--- src/rtl/lsu_mem_ctrl.sv ---
// lsu_mem_ctrl: sequential load/store unit with req/gnt/rvalid memory handshake,
// misaligned-access splitting into two beats and sign/zero-extended loads.
module lsu_mem_ctrl #(
    parameter int XLEN        = 32,
    parameter int ADDR_W      = 32,
    parameter int MISALIGN_EN = 1
) (
    input  logic                clk,
    input  logic                rst_n,
    input  logic                req_valid_i,
    output logic                req_ready_o,
    input  logic                req_store_i,
    input  logic [2:0]          req_funct3_i,
    input  logic [ADDR_W-1:0]   req_addr_i,
    input  logic [XLEN-1:0]     req_wdata_i,
    output logic                rsp_valid_o,
    output logic [XLEN-1:0]     rsp_rdata_o,
    output logic                rsp_err_o,
    output logic                mem_cs_o,
    output logic                mem_wr_o,
    input  logic                mem_gnt_i,
    output logic [ADDR_W-1:0]   mem_addr_o,
    output logic [XLEN/8-1:0]   mem_mask_o,
    output logic [XLEN-1:0]     mem_wdata_o,
    input  logic                mem_rvalid_i,
    input  logic [XLEN-1:0]     mem_rdata_i
);
    localparam int NB = XLEN / 8;
    localparam int OW = $clog2(NB);
    typedef enum logic [2:0] {IDLE, ERR, BEAT0, WAIT0, BEAT1, WAIT1, RESP} state_e;
    state_e            state_q, state_d;
    logic              store_q, split_q;
    logic [2:0]        f3_q;
    logic [ADDR_W-1:0] addr_q;
    logic [OW-1:0]     off_q;
    logic [3:0]        size_q;
    logic [XLEN-1:0]   wdata_q, beat0_q, rdata_q;
    logic [3:0]        size;
    logic [OW-1:0]     off;
    logic              legal, mis, err, accept, beat;
    logic [2*NB-1:0]   m2;
    logic [2*XLEN-1:0] w2;
    logic [XLEN-1:0]   b0, b1, sh, ld;
    logic              sx;
    always_comb begin
        size   = 4'd1 << req_funct3_i[1:0];
        off    = req_addr_i[OW-1:0];
        legal  = req_funct3_i != 3'b111
                 && (XLEN == 64 || (req_funct3_i[1:0] != 2'b11 && req_funct3_i != 3'b110))
                 && !(req_store_i && req_funct3_i[2]);
        mis    = 5'(off) + 5'(size) > 5'(NB);
        err    = !legal || (mis && MISALIGN_EN == 0);
        accept = req_valid_i && req_ready_o;
    end
    always_comb begin
        state_d = state_q;
        unique case (state_q)
            IDLE:      state_d = req_valid_i ? (err ? ERR : BEAT0) : IDLE;
            BEAT0:     state_d = mem_gnt_i ? WAIT0 : BEAT0;
            WAIT0:     state_d = mem_rvalid_i ? (split_q ? BEAT1 : RESP) : WAIT0;
            BEAT1:     state_d = mem_gnt_i ? WAIT1 : BEAT1;
            WAIT1:     state_d = mem_rvalid_i ? RESP : WAIT1;
            default:   state_d = IDLE;
        endcase
    end
    // Both beats are views of one double-width shifted mask/data vector.
    always_comb begin
        beat        = state_q == BEAT0 || state_q == BEAT1;
        m2          = (((2*NB)'(1) << size_q) - (2*NB)'(1)) << off_q;
        w2          = {{XLEN{1'b0}}, wdata_q} << {off_q, 3'b000};
        req_ready_o = state_q == IDLE;
        rsp_valid_o = state_q == RESP || state_q == ERR;
        rsp_err_o   = state_q == ERR;
        rsp_rdata_o = rdata_q;
        mem_cs_o    = !beat;
        mem_wr_o    = beat ? !store_q : 1'b1;
        mem_addr_o  = state_q == BEAT0 ? addr_q : state_q == BEAT1 ? addr_q + ADDR_W'(NB) : '0;
        mem_mask_o  = state_q == BEAT0 ? m2[NB-1:0] : state_q == BEAT1 ? m2[2*NB-1:NB] : '0;
        mem_wdata_o = state_q == BEAT0 ? w2[XLEN-1:0] : state_q == BEAT1 ? w2[2*XLEN-1:XLEN] : '0;
    end
    // Load assembly uses the beat arriving this cycle, so the result is ready as RESP starts.
    always_comb begin
        b0 = state_q == WAIT1 ? beat0_q : mem_rdata_i;
        b1 = state_q == WAIT1 ? mem_rdata_i : '0;
        sh = XLEN'({b1, b0} >> {off_q, 3'b000});
        sx = !f3_q[2];
        ld = size_q == 4'd1 ? (sx ? XLEN'($signed(sh[7:0])) : XLEN'(sh[7:0])) :
             size_q == 4'd2 ? (sx ? XLEN'($signed(sh[15:0])) : XLEN'(sh[15:0])) :
             size_q == 4'd4 ? (sx ? XLEN'($signed(sh[31:0])) : XLEN'(sh[31:0])) : sh;
    end
    always_ff @(posedge clk or negedge rst_n) begin
        if (!rst_n) begin
            state_q <= IDLE;
            store_q <= 1'b0;
            split_q <= 1'b0;
            f3_q    <= '0;
            addr_q  <= '0;
            off_q   <= '0;
            size_q  <= '0;
            wdata_q <= '0;
            beat0_q <= '0;
            rdata_q <= '0;
        end else begin
            state_q <= state_d;
            if (accept) begin
                store_q <= req_store_i;
                split_q <= mis;
                f3_q    <= req_funct3_i;
                addr_q  <= req_addr_i & ~ADDR_W'(NB - 1);
                off_q   <= off;
                size_q  <= size;
                wdata_q <= req_wdata_i;
            end
            if (state_q == WAIT0 && mem_rvalid_i)
                beat0_q <= mem_rdata_i;
            if (state_d != state_q && (state_d == ERR || state_d == RESP))
                rdata_q <= (state_d == ERR || store_q) ? '0 : ld;
        end
    end
endmodule

--- config.mk ---
export PLATFORM = sky130hd
export DESIGN_NAME = lsu_mem_ctrl
export DESIGN_NICKNAME = d
export VERILOG_FILES = /design/src/rtl/lsu_mem_ctrl.sv
export SDC_FILE = /design/constraint.sdc
export NUM_CORES = 1
export LEC_CHECK = 0
export ABC_AREA = 1
export CAP_MARGIN = 20
export CORE_ASPECT_RATIO = 0.5
export CORE_MARGIN = 3
export CORE_UTILIZATION = 55
export CTS_CLUSTER_SIZE = 28
export DETAILED_ROUTE_END_ITERATION = 8
export DONT_BUFFER_PORTS = 1
export PLACE_DENSITY = 0.73
export RECOVER_POWER = 100
export SLEW_MARGIN = 20
export SYNTH_ARGS = -nofsm -noshare
export SYNTH_HDL_FRONTEND = slang
export SYNTH_SLANG_ARGS = --single-unit
--- constraint.sdc ---
create_clock -name clk -period 2.5 [get_ports clk]
set_input_delay 0.625 -clock clk [delete_from_list [all_inputs] [get_ports clk]]
set_output_delay 0.625 -clock clk [all_outputs]
set_load 0.01 [all_outputs]
==> metrics.txt <==
routing usage on met3 0.1041; Initial DRC Count 1,254; R2R cell count 8; post-synthesis sequential area ratio 0.3770; FP Rows 32; Max Root-Sink Buffers 2; drt wl/cell 19.77 um; Leakage 5.778 nW; M2 GR Usage 0.5206; Max FO, Critical Path 3; count of cell types in the netlist 48; Die ar. 18,330 sq um; first drt pass iteration count 6; # setup viols final 63; GRT overflow 0; core footprint 15,860 sq um; clock skew 13.77 ps; Slew @ Worst Pin 1081 ps; max-slew violation count 0; synthesized area 9159 sq um; area of the multi-input gates 5719 sq um; commonest non-fill, non-tap cell in the layout nand2_1; failing checks negative hold slack, negative setup slack; TritonCTS buffer count 17; dominant synthesized flop cell dfrtp_1; largest net degree at the start of global routing 139; Vias 10,350; vias in the first global route 9,365; cell area power density 1365 nW/um^2; reg2reg start state_q[0]$_DFF_PN0_; Synth area leader dfrtp_1; IO Pins 210; critical path class reg2out; syn_area_per_cell 6.608 sq um; Clock Tree Root clkbuf_16; minimum clock period 2849 ps; Fin Hold WS -118.9 ps; fill cell count 1,175; Tcrit/Tclk final 1.140; Reg clk slew, reported paths 60 ps; H-tree Lvls 4; storage element area 3471 sq um; CP endpoint kind output pin; highest-count cells in the layout ignoring fill and taps nand2_1 (533), dfrtp_1 (124), buf_4 (107), o21ai_0 (98), nand3_1 (89); flop-to-flop setup slack -10 ps; Synthesis Warnings 0; Detail Route Antenna Nets 0; DP Area 9579 sq um; area grow syn2layout 30.30%; largest cells by area after synthesis dfrtp_1 (38%), nand2_1 (23%), o21ai_0 (7.9%); asr flop ratio synth 1.000; worst skew pair latency 440 ps; Data required, critical path 1880 ps; routability cong. 0.9250; Residual DRC 0; global routing's busiest layer met2; outcome complete, but fails checks; Mapped Cells 1,386; Max Freq 0.3510 GHz; Setup crit start kind flop; DIE WIDTH 188.5 um; Buffers on Ports 0; Tot GR Track Use 0.3285; initial core utilization 0.5777; Final Instance Area 11,930 sq um; CTS tree yes; Hold Crit Class in2async; max-cap violation count 0; nets 1,589; area share of the largest cell type after synthesis 0.3770; WP data arrival 2220 ps; via/cell ratio 6.044; slew margin rel. 0.2790; Worst VDD drop 0.0007377 V; number of synthesized flops with an enable pin 0; global routing usage on met1 0.4081; antenna cell count 0; first-pass GRT wire length 48,200 um; fin worst setup slack -349.0 ps; Final HPWL DP 20,310 um; RSZ-0062 raised after global routing true; number of clock sinks 138; Detailed Route WL 33,860 um; initial antenna violation count 0; Synth Register Bits 138; die height 97.25 um; Fin. Hold Viols 138; share of layout cells above drive strength 1 0.2634; Worst R2R End addr_q[6]$_DFFE_PN0P_
==> stage by stage <==
stage | setup TNS (ps) | setup WS (ps) | std cells | utilization | power (mW)
3_3_place_gp | 0 | 39.19 | 1597 | 0.6042 | 10.85
3_5_place_dp | 0 | 40.26 | 1597 | 0.6042 | 10.99
5_1_grt | -16520 | -427.2 | 1713 | 0.7527 | 17.27
6_report | -8052 | -349.0 | 1713 | 0.7527 | 16.30
4_1_cts | -2955 | -263.4 | 1665 | 0.6888 | 14.47
2_1_floorplan | 0 | 13.98 | 1387 | - | 8.903
==> cells in the mapped netlist (all sizes together) (2+ instances only) <==
library cell	instances
a21o	3
a21oi	31
a31oi	9
buf	47
clkbuf	36
clkinv	2
dfrtp	138
ha	4
inv	115
mux2	2
nand2	565
nand3	101
nand3b	2
nand4	11
nor2	60
nor3	16
nor4	4
o211ai	16
o21ai	176
o221ai	9
o22ai	15
or2	4
xnor2	3
xor2	7
==> critical path, cell delays in order, from the launching register on <==
cell and delay (ps):
dfrtp_1 410, buf_6 130, nand4_1 140, nor2_2 160, nand4_1 270, nor2_2 240, nand2_1 100, o21ai_2 130
a21oi_2 70, buf_4 140
==> final cells by class <==
| type | count | share of cell area |
|---|---|---|
| inverters | 117 | 0.03869 |
| well taps | 221 | 0.02317 |
| multi-input cells | 1050 | 0.4792 |
| clock buffers | 19 | 0.03711 |
| repair buffers | 154 | 0.1184 |
| repair inverters | 1 | 0.0006291 |
| clock inverters | 13 | 0.01195 |
| flip-flops and latches | 138 | 0.2908 |
==> per-layer routing <==
layer	share of wire	up-vias	wire length [um]
li1	-	4690	-
met3	0.11	176	3795
met5	0	-	0
met2	0.45	652	15390
met4	0.053	0	1778
met1	0.38	4835	12900
==> power by group <==
group	leakage, nW	internal, mW	switching, mW	total [mW]
Sequential	1.71	3.28	1.11	4.38
Combinational	3.79	3.48	5.84	9.32
Clock	0.284	1.50	1.09	2.59
Total	5.78	8.25	8.04	16.3
==> how the worst max path moves through the flow <==
stage,startpoint,to,slack (ps),cells past startpoint
final,addr_q[3]$_DFFE_PN0P_,mem_addr_o[19],-350,9
after global routing,addr_q[3]$_DFFE_PN0P_,mem_addr_o[19],-430,9
after CTS,size_q[1]$_DFFE_PN0P_,mem_mask_o[3],-260,9
after detailed placement,size_q[1]$_DFFE_PN0P_,mem_mask_o[3],40,11
after global placement,size_q[1]$_DFFE_PN0P_,mem_mask_o[3],40,11
after floorplan,size_q[3]$_DFFE_PN0P_,mem_mask_o[2],10,11
==> logic make-up after synthesis <==
kind of cell    share of synthesized area
buf+inv                           0.09494
flops                              0.3770
xor+xnor                         0.009563
compound gates                     0.1616
simple gates                       0.3463
fa+ha+maj                        0.007651
mux                              0.002459
other cells                     0.0004094
==> state kept, by name, indices dropped and copies added (netlist names) <==
signal       cells
beat0_q         32
off_q            2
addr_q          30
wdata_q         32
state_q          3
f3_q             1
size_q           4
store_q          1
split_q          1
rsp_rdata_o     32
==> repair_timing <==
action	CTS	global route
buffers inserted	36	44
cloned	1	6
pin swaps	37	60
gates resized for setup	147	169
endpoints found under the hold margin	138	138
endpoints found under the setup margin	66	71
(Power assumes the default switching activity.)
